--- config.mk ---
export PLATFORM = sky130hd
export DESIGN_NAME = rf_access_ctrl
export DESIGN_NICKNAME = d
export VERILOG_FILES = /design/src/rtl/rf_access_ctrl.sv
export SDC_FILE = /design/constraint.sdc
export NUM_CORES = 1
export LEC_CHECK = 0
export ABC_AREA = 1
export ABC_CLOCK_PERIOD_IN_PS = 5490
export CAP_MARGIN = 0
export CORE_AREA = 2 2 160 162
export DETAILED_ROUTE_END_ITERATION = 16
export DIE_AREA = 0 0 162 164
export PLACE_DENSITY = 0.72
export SKIP_LAST_GASP = 1
export SYNTH_ARGS = -nofsm -noshare
export SYNTH_HDL_FRONTEND = slang
export SYNTH_SLANG_ARGS = --single-unit
--- constraint.sdc ---
create_clock -name Clk -period 5.49 [get_ports Clk]
set_clock_uncertainty 0.15 [all_clocks]
set_input_delay 1.098 -clock Clk [delete_from_list [all_inputs] [get_ports Clk]]
set_output_delay 1.098 -clock Clk [all_outputs]
set_load 0.01 [all_outputs]
--- src/rtl/rf_access_ctrl.sv ---
// Request/response front end for a 32x DW register file: sequences read pairs and single writes.
// Optional write-to-read bypass shadow enabled by defining RF_ACCESS_BYPASS_EN.
module rf_access_ctrl #(
  parameter int READ_WAIT = 1,
  parameter int DW        = 64
) (
  input  logic          Clk,
  input  logic          Rst_n,
  input  logic          req_valid,
  output logic          req_ready,
  input  logic          req_wr,
  input  logic [4:0]    req_a,
  input  logic [4:0]    req_b,
  input  logic [DW-1:0] req_wdata,
  output logic          rsp_valid,
  input  logic          rsp_ready,
  output logic [DW-1:0] rsp_a,
  output logic [DW-1:0] rsp_b,
  output logic          rsp_err,
  output logic [4:0]    RA,
  output logic [4:0]    RB,
  output logic [4:0]    RW,
  output logic          RegWr,
  output logic [DW-1:0] BusW,
  input  logic [DW-1:0] BusA,
  input  logic [DW-1:0] BusB
);

  typedef enum logic [1:0] {IDLE, RD_WAIT, WR_HOLD, RSP} state_t;

  state_t        state;
  state_t        nextState;
  logic [2:0]    cnt;
  logic          accept;
  logic [DW-1:0] rdA;
  logic [DW-1:0] rdB;

  assign req_ready = Rst_n && (state == IDLE);
  assign rsp_valid = (state == RSP);
  assign accept    = req_valid && req_ready;

  always_ff @(posedge Clk) begin
    if (!Rst_n) state <= IDLE;
    else        state <= nextState;
  end

  always_comb begin
    nextState = state;
    case (state)
      IDLE: begin
        if (accept) begin
          if (!req_wr)               nextState = RD_WAIT;
          else if (req_a == 5'd31)   nextState = RSP;
          else                       nextState = WR_HOLD;
        end
      end
      RD_WAIT: if (cnt == 3'd1) nextState = RSP;
      WR_HOLD: nextState = RSP;
      RSP:     if (rsp_ready) nextState = IDLE;
      default: nextState = IDLE;
    endcase
  end

  // Addresses and write data only move on acceptance, so they never glitch while RegWr is high
  always_ff @(posedge Clk) begin
    if (!Rst_n) begin
      RA      <= '0;
      RB      <= '0;
      RW      <= '0;
      BusW    <= '0;
      RegWr   <= 1'b0;
      cnt     <= '0;
      rsp_a   <= '0;
      rsp_b   <= '0;
      rsp_err <= 1'b0;
    end else begin
      case (state)
        IDLE: begin
          if (accept) begin
            if (!req_wr) begin
              RA      <= req_a;
              RB      <= req_b;
              cnt     <= 3'(READ_WAIT);
              rsp_err <= 1'b0;
            end else begin
              rsp_a   <= '0;
              rsp_b   <= '0;
              rsp_err <= (req_a == 5'd31);
              if (req_a != 5'd31) begin
                RW    <= req_a;
                BusW  <= req_wdata;
                RegWr <= 1'b1;
              end
            end
          end
        end
        RD_WAIT: begin
          cnt <= cnt - 3'd1;
          if (cnt == 3'd1) begin
            rsp_a <= rdA;
            rsp_b <= rdB;
          end
        end
        WR_HOLD: RegWr <= 1'b0;
        default: ;
      endcase
    end
  end

`ifdef RF_ACCESS_BYPASS_EN
  logic [4:0]    shAddr;
  logic [DW-1:0] shData;
  logic          shValid;

  // WR_HOLD is never entered for register 31, so the shadow cannot hold it
  always_ff @(posedge Clk) begin
    if (!Rst_n) begin
      shAddr  <= '0;
      shData  <= '0;
      shValid <= 1'b0;
    end else if (state == WR_HOLD) begin
      shAddr  <= RW;
      shData  <= BusW;
      shValid <= 1'b1;
    end
  end

  assign rdA = (shValid && (shAddr == RA)) ? shData : BusA;
  assign rdB = (shValid && (shAddr == RB)) ? shData : BusB;
`else
  assign rdA = BusA;
  assign rdB = BusB;
`endif

endmodule

==> results of run 1 <==
cells in the final DEF, fill, tap and decap left out, drive strengths merged, types with 7 or more instances in the layout:
cell type	instances
clkbuf	33
nor2	330
o21ai	79
buf	11
nand2	413
dfxtp	214
inv	187
clkdlybuf4s50	416
nand3	7
a21oi	8
nand4	91
ha	7
area by class of cell:
type	instances	area (µm²)	share of cell area, %
sequential	214	4280	29.5
timing repair buffer	427	4260	29.3
multi-input combinational	938	3990	27.5
inverter	186	698	4.81
clock buffer	33	676	4.65
tap	330	413	2.84
clock inverter	12	191	1.32
flip-flops by register name, summed over array words and instances (netlist names):
signal,cells
BusW,64
cnt,3
RA,5
rsp_a,64
RB,5
rsp_err,1
state,2
RegWr,1
RW,5
rsp_b,64
worst paths after layout:
check | startpoint | endpoint | slack (ns) | cells after the start
max | Rst_n | req_ready | 1.89 | 4
min | RW[2] | RW[2] | 0.32 | 2
min reg2reg | RW[2] | RW[2] | 0.32 | 2
max reg2reg | state[1] | rsp_b[57] | 2.40 | 9
logic make-up (layout without fill, tap and decap cells):
kind of cell,after synthesis,after routing,synth area share [%]
AND/OR/NAND/NOR,842,842,36.3
buffers and inverters,288,658,12.4
flip-flops,214,214,45.6
AO/OA/AOI/OAI,88,88,4.71
adder cells (fa/ha/maj),7,7,0.932
XOR/XNOR,1,1,0.0932
cell usage after synthesis (all sizes together):
master / instances
nand2: 413
dfxtp: 214
or2: 1
buf: 51
nand4: 91
ha: 7
clkbuf: 51
o21ai: 79
nor2: 330
nand3: 7
o31ai: 1
xnor2: 1
inv: 186
a21oi: 8
worst max-delay path, cell delays in order:
cell,delay (ns)
sky130_fd_sc_hd__buf_4,0.50
sky130_fd_sc_hd__nand2_1,0.14
sky130_fd_sc_hd__inv_1,0.09
sky130_fd_sc_hd__clkdlybuf4s50_1,0.53
metrics by stage:
step	instance area [µm²]	setup WS, ns	power (mW)
2_1_floorplan	9400	3.01	4.38
3_3_place_gp	13600	1.86	5.79
3_5_place_dp	13600	1.86	5.87
4_1_cts	14500	1.88	7.68
5_1_grt	14500	1.77	8.18
6_report	14500	1.89	7.59
per-layer routing:
layer / global-route usage [%] / part of all wire, %
met2: 39.3 / 48
met4: 6.40 / 2.6
met3: 6.94 / 9.1
met1: 26.3 / 40
met5: 0 / 0
where the power goes:
part / switching, mW / internal (mW) / total (mW)
Sequential: 0.223 / 1.99 / 2.21
Combinational: 2.08 / 1.53 / 3.61
Clock: 0.663 / 1.10 / 1.76
Total: 2.96 / 4.62 / 7.59
==> impl_metrics.ini, run 1 <==
[synthesis]
yosys_warnings = 0
yosysTopAreaCellShare_pct = 45.6
synth_area_per_cell_um2 = 6.53
synth-seq-area-share_pct = 45.6
netlist-cell-type-count = 22
postSynthCellCount = 1440
synthesis.nets = 1654
postSynthRegisterBits = 214
post_synth_main_area_contributors = sky130_fd_sc_hd__dfxtp_1, sky130_fd_sc_hd__nand2_1, sky130_fd_sc_hd__nor2_1, sky130_fd_sc_hd__inv_1, sky130_fd_sc_hd__nand4_1
netlist.top_cell.by_area = sky130_fd_sc_hd__dfxtp_1
post_synth_instance_area_um2 = 9400

[cells_and_area]
areaGrowthSynthToFinish_pct = 54.5
fillCellCount = 2338
final_layout_size_suffix_gt1_share_pct = 3.43
nNetsFinal = 2006
number_of_non_filler_instances_in_the_completed_layout = 2140
insertedDiodeCount = 0
finalCoreUtilization_pct = 58.5

[timing]
timing.final.crit_share_pct = 65.6
setup_violations = 0
layout_min_cycle_time_ns = 3.60
relSlewSlack_pct = 26.4
clock.fmax_ghz = 0.278
final_hold_viol_count = 0
tightestPinTransition_ns = 1.10
total_negative_setup_slack_ns = 0
final.hold.worst_slack_ns = 0.318
rsz0062_at_grt = no
finalMaxSlewViolations = 0

[floorplan]
starting_density_of_the_core_pct = 37.9
die_x_um = 162
fp.dieH_um = 164
top_level_ports = 418
row_count = 58
design.die.area_um2 = 26600
floorplan.core_area_um2 = 24800

[place]
gp_congestion = 0.800
post-place-cells = 2095
dp_hpwl_um = 21000
io_buffer_count = 417

[drt]
postRouteWirelength_um = 31500
route.detailed.drc = 0
drtAntennaViolNets = 0
firstDrtPassIters = 7
detailroute.via_count = 9905
wire_per_inst_um = 14.7
detail_route.vias_per_cell = 4.63
dr.first_iter.drc_count = 625

[cts]
cts_setup_buffers = 0
clk_path_buf_depth = 3
tritoncts = done
post_cts_resized = 0
clk_pin_slew_worst_paths_ns = 0.06
cts.hold.buffers_added = 0
cts.sink_count = 214
numCtsBuffers = 25
ctsHtreeMaxLevel = 1
ctsRootBufferMaster = sky130_fd_sc_hd__clkbuf_16
clock_insertion_delay_worst_skew_ns = 0.51

[power_and_ir_drop]
power.static_leakage_nw = 6.48
worst_ir_drop_vdd_mv = 0.366
pwr_density_cell_nw_per_um2 = 523

[worst_setup_path]
crit_type = input pin to output pin
endpoint_kind = output pin
worst-path-max-fanout = 74
timing.critical_path.required_ns = 4.24
critPathArrivalTime_ns = 2.35
critical_path.startpoint_type = input pin

[grt]
track_usage_pct = 22.4
first_global_vias = 9208
grt_pass1_wl_um = 48500
grt_max_degree = 96
overflow = 0
antenna_found_initial = 0

[worst_hold_path]
holdCritPathClass = register to register

[status]
result_of_the_run = completed

[flow_run]
maxCapViolCount = 0
Power figures use the tool's default switching activity.
==> run 2: changes to the inputs <==
--- a/config.mk
+++ b/config.mk
@@ -6,12 +6,12 @@
 export NUM_CORES = 1
 export LEC_CHECK = 0
 export ABC_AREA = 1
-export ABC_CLOCK_PERIOD_IN_PS = 5490
+export ABC_CLOCK_PERIOD_IN_PS = 3500
 export CAP_MARGIN = 0
-export CORE_AREA = 2 2 160 162
+export CORE_AREA = 2 2 162 164
 export DETAILED_ROUTE_END_ITERATION = 16
-export DIE_AREA = 0 0 162 164
-export PLACE_DENSITY = 0.72
+export DIE_AREA = 0 0 164 166
+export PLACE_DENSITY = 0.7
 export SKIP_LAST_GASP = 1
 export SYNTH_ARGS = -nofsm -noshare
 export SYNTH_HDL_FRONTEND = slang
==> constraint.sdc (replaced) <==
create_clock -name Clk -period 3.5 [get_ports Clk]
set_clock_uncertainty 0.15 [all_clocks]
set_input_delay 0.7 -clock Clk [delete_from_list [all_inputs] [get_ports Clk]]
set_output_delay 0.7 -clock Clk [all_outputs]
set_load 0.01 [all_outputs]
==> impl_metrics.ini, run 2 (synthesis gave the netlist of run 1 again) <==
[grt]
globalRoute.busiestLayer = met2
grt_use_met2_pct = 36.6
first_global_vias = 9213
antenna_found_initial = 0
track_usage_pct = 21.4
overflow = 0
grt_max_degree = 93
grt_use_met1_pct = 25.3
grt_util_met3_pct = 6.14
grt_pass1_wl_um = 47800

[worst_setup_path]
critical_path.startpoint_type = register
critPathArrivalTime_ns = 2.09
critical_path_cell_sequence = inv_1 -> ha_1 -> nand2_1 -> inv_1 -> clkdlybuf4s50_1
most_prevalent_standard_cell_on_the_critical_path = sky130_fd_sc_hd__inv_1
critical_path.max_stage_delay_ns = 0.53
crit_type = register to output pin
timing.critical_path.required_ns = 2.65
worst-path-max-fanout = 6
crit_path_top_delay_cell = sky130_fd_sc_hd__clkdlybuf4s50_1
endpoint_kind = output pin

[drt]
firstDrtPassIters = 5
drtAntennaViolNets = 0
wire_per_inst_um = 14.3
postRouteWirelength_um = 30700
route.detailed.drc = 0
detail_route.vias_per_cell = 4.60
detailroute.via_count = 9864
dr.first_iter.drc_count = 675

[cells_and_area]
largestRegisters = BusW x64, rsp_a x64, rsp_b x64
insertedDiodeCount = 0
final_layout_size_suffix_gt1_share_pct = 3.48
nNetsFinal = 2009
areaGrowthSynthToFinish_pct = 54.4
mostFrequentLayoutCells = sky130_fd_sc_hd__clkdlybuf4s50_1, sky130_fd_sc_hd__nand2_1, sky130_fd_sc_hd__nor2_1
number_of_non_filler_instances_in_the_completed_layout = 2144
final_common_cell = sky130_fd_sc_hd__clkdlybuf4s50_1

[cts]
cts.sink_count = 214
ctsRootBufferMaster = sky130_fd_sc_hd__clkbuf_16
clock_insertion_delay_worst_skew_ns = 0.52
cts.hold.buffers_added = 0
ctsHtreeMaxLevel = 1
post_cts_resized = 0
tritoncts = done
clk_path_buf_depth = 3
cts_setup_buffers = 0
clk_pin_slew_worst_paths_ns = 0.06
numCtsBuffers = 25

[power_and_ir_drop]
power.static_leakage_nw = 6.48
worst_ir_drop_vdd_mv = 0.432
pwr_density_cell_nw_per_um2 = 806

[floorplan]
floorplan.core_area_um2 = 25600
row_count = 59
starting_density_of_the_core_pct = 36.7
design.die.area_um2 = 27200
top_level_ports = 418
fp.dieH_um = 166
die_x_um = 164

[timing]
clock.fmax_ghz = 0.340
finalMaxSlewViolations = 0
timing.final.crit_share_pct = 84.0
tightestPinTransition_ns = 0.820
rsz0062_at_grt = no
setup_violations = 0
layout_min_cycle_time_ns = 2.94
relSlewSlack_pct = 45.3
final_hold_viol_count = 0
total_negative_setup_slack_ns = 0

[place]
io_buffer_count = 417
gp_congestion = 0.836
post-place-cells = 2103
dp_hpwl_um = 20800

[flow_run]
maxCapViolCount = 0

[worst_hold_path]
holdCritPathClass = register to register

[status]
result_of_the_run = completed
[run 2: per-layer routing]
layer	wire length, µm	up-vias
met5	0	-
met4	1240	0
met3	2750	75
met2	14400	332
met1	12300	4395
li1	-	5062
[run 2: worst paths after layout]
check	from	end	slack, ns	cells after the start
max reg2reg	state[1]	state[0]	1.04	8
min reg2reg	RW[1]	RW[1]	0.31	2
max	state[1]	req_ready	0.56	5
min	RW[1]	RW[1]	0.31	2
[run 2: area by class of cell]
class / count / area [µm²]
Inverter: 186 / 698
Sequential cell: 214 / 4280
Clock inverter: 5 / 53.8
Tap cell: 335 / 419
Clock buffer: 36 / 737
Fill cell: 2435 / 11100
Timing Repair Buffer: 430 / 4330
Multi-Input combinational cell: 938 / 3990
[run 2: through the flow]
step                      worst slack, ns  cell area, µm²  util [%]  hold WS, ns  total power, mW
after floorplan                      1.68            9400         -        0.314             6.87
after global placement              0.789           13700      53.6        0.302             9.14
after detailed placement            0.764           13700      53.6        0.313             9.24
after CTS                           0.531           14500      56.7        0.323             11.8
after global routing                0.443           14500      56.7        0.349             12.6
final                               0.562           14500      56.7        0.314             11.7
[run 2: where the power goes]
group          total, mW  internal (mW)  switching [mW]
clock               2.53           1.52            1.01
combinational       5.69           2.45            3.24
sequential          3.48           3.12           0.356
total               11.7           7.10            4.60
[run 2: critical path: cells and delay by family (launching register included)]
| family | cells | cell delay [ns] |
|---|---|---|
| fa+ha+maj | 1 | 0.34 |
| buf+inv | 3 | 0.77 |
| flops | 1 | 0.34 |
| simple gates | 1 | 0.13 |
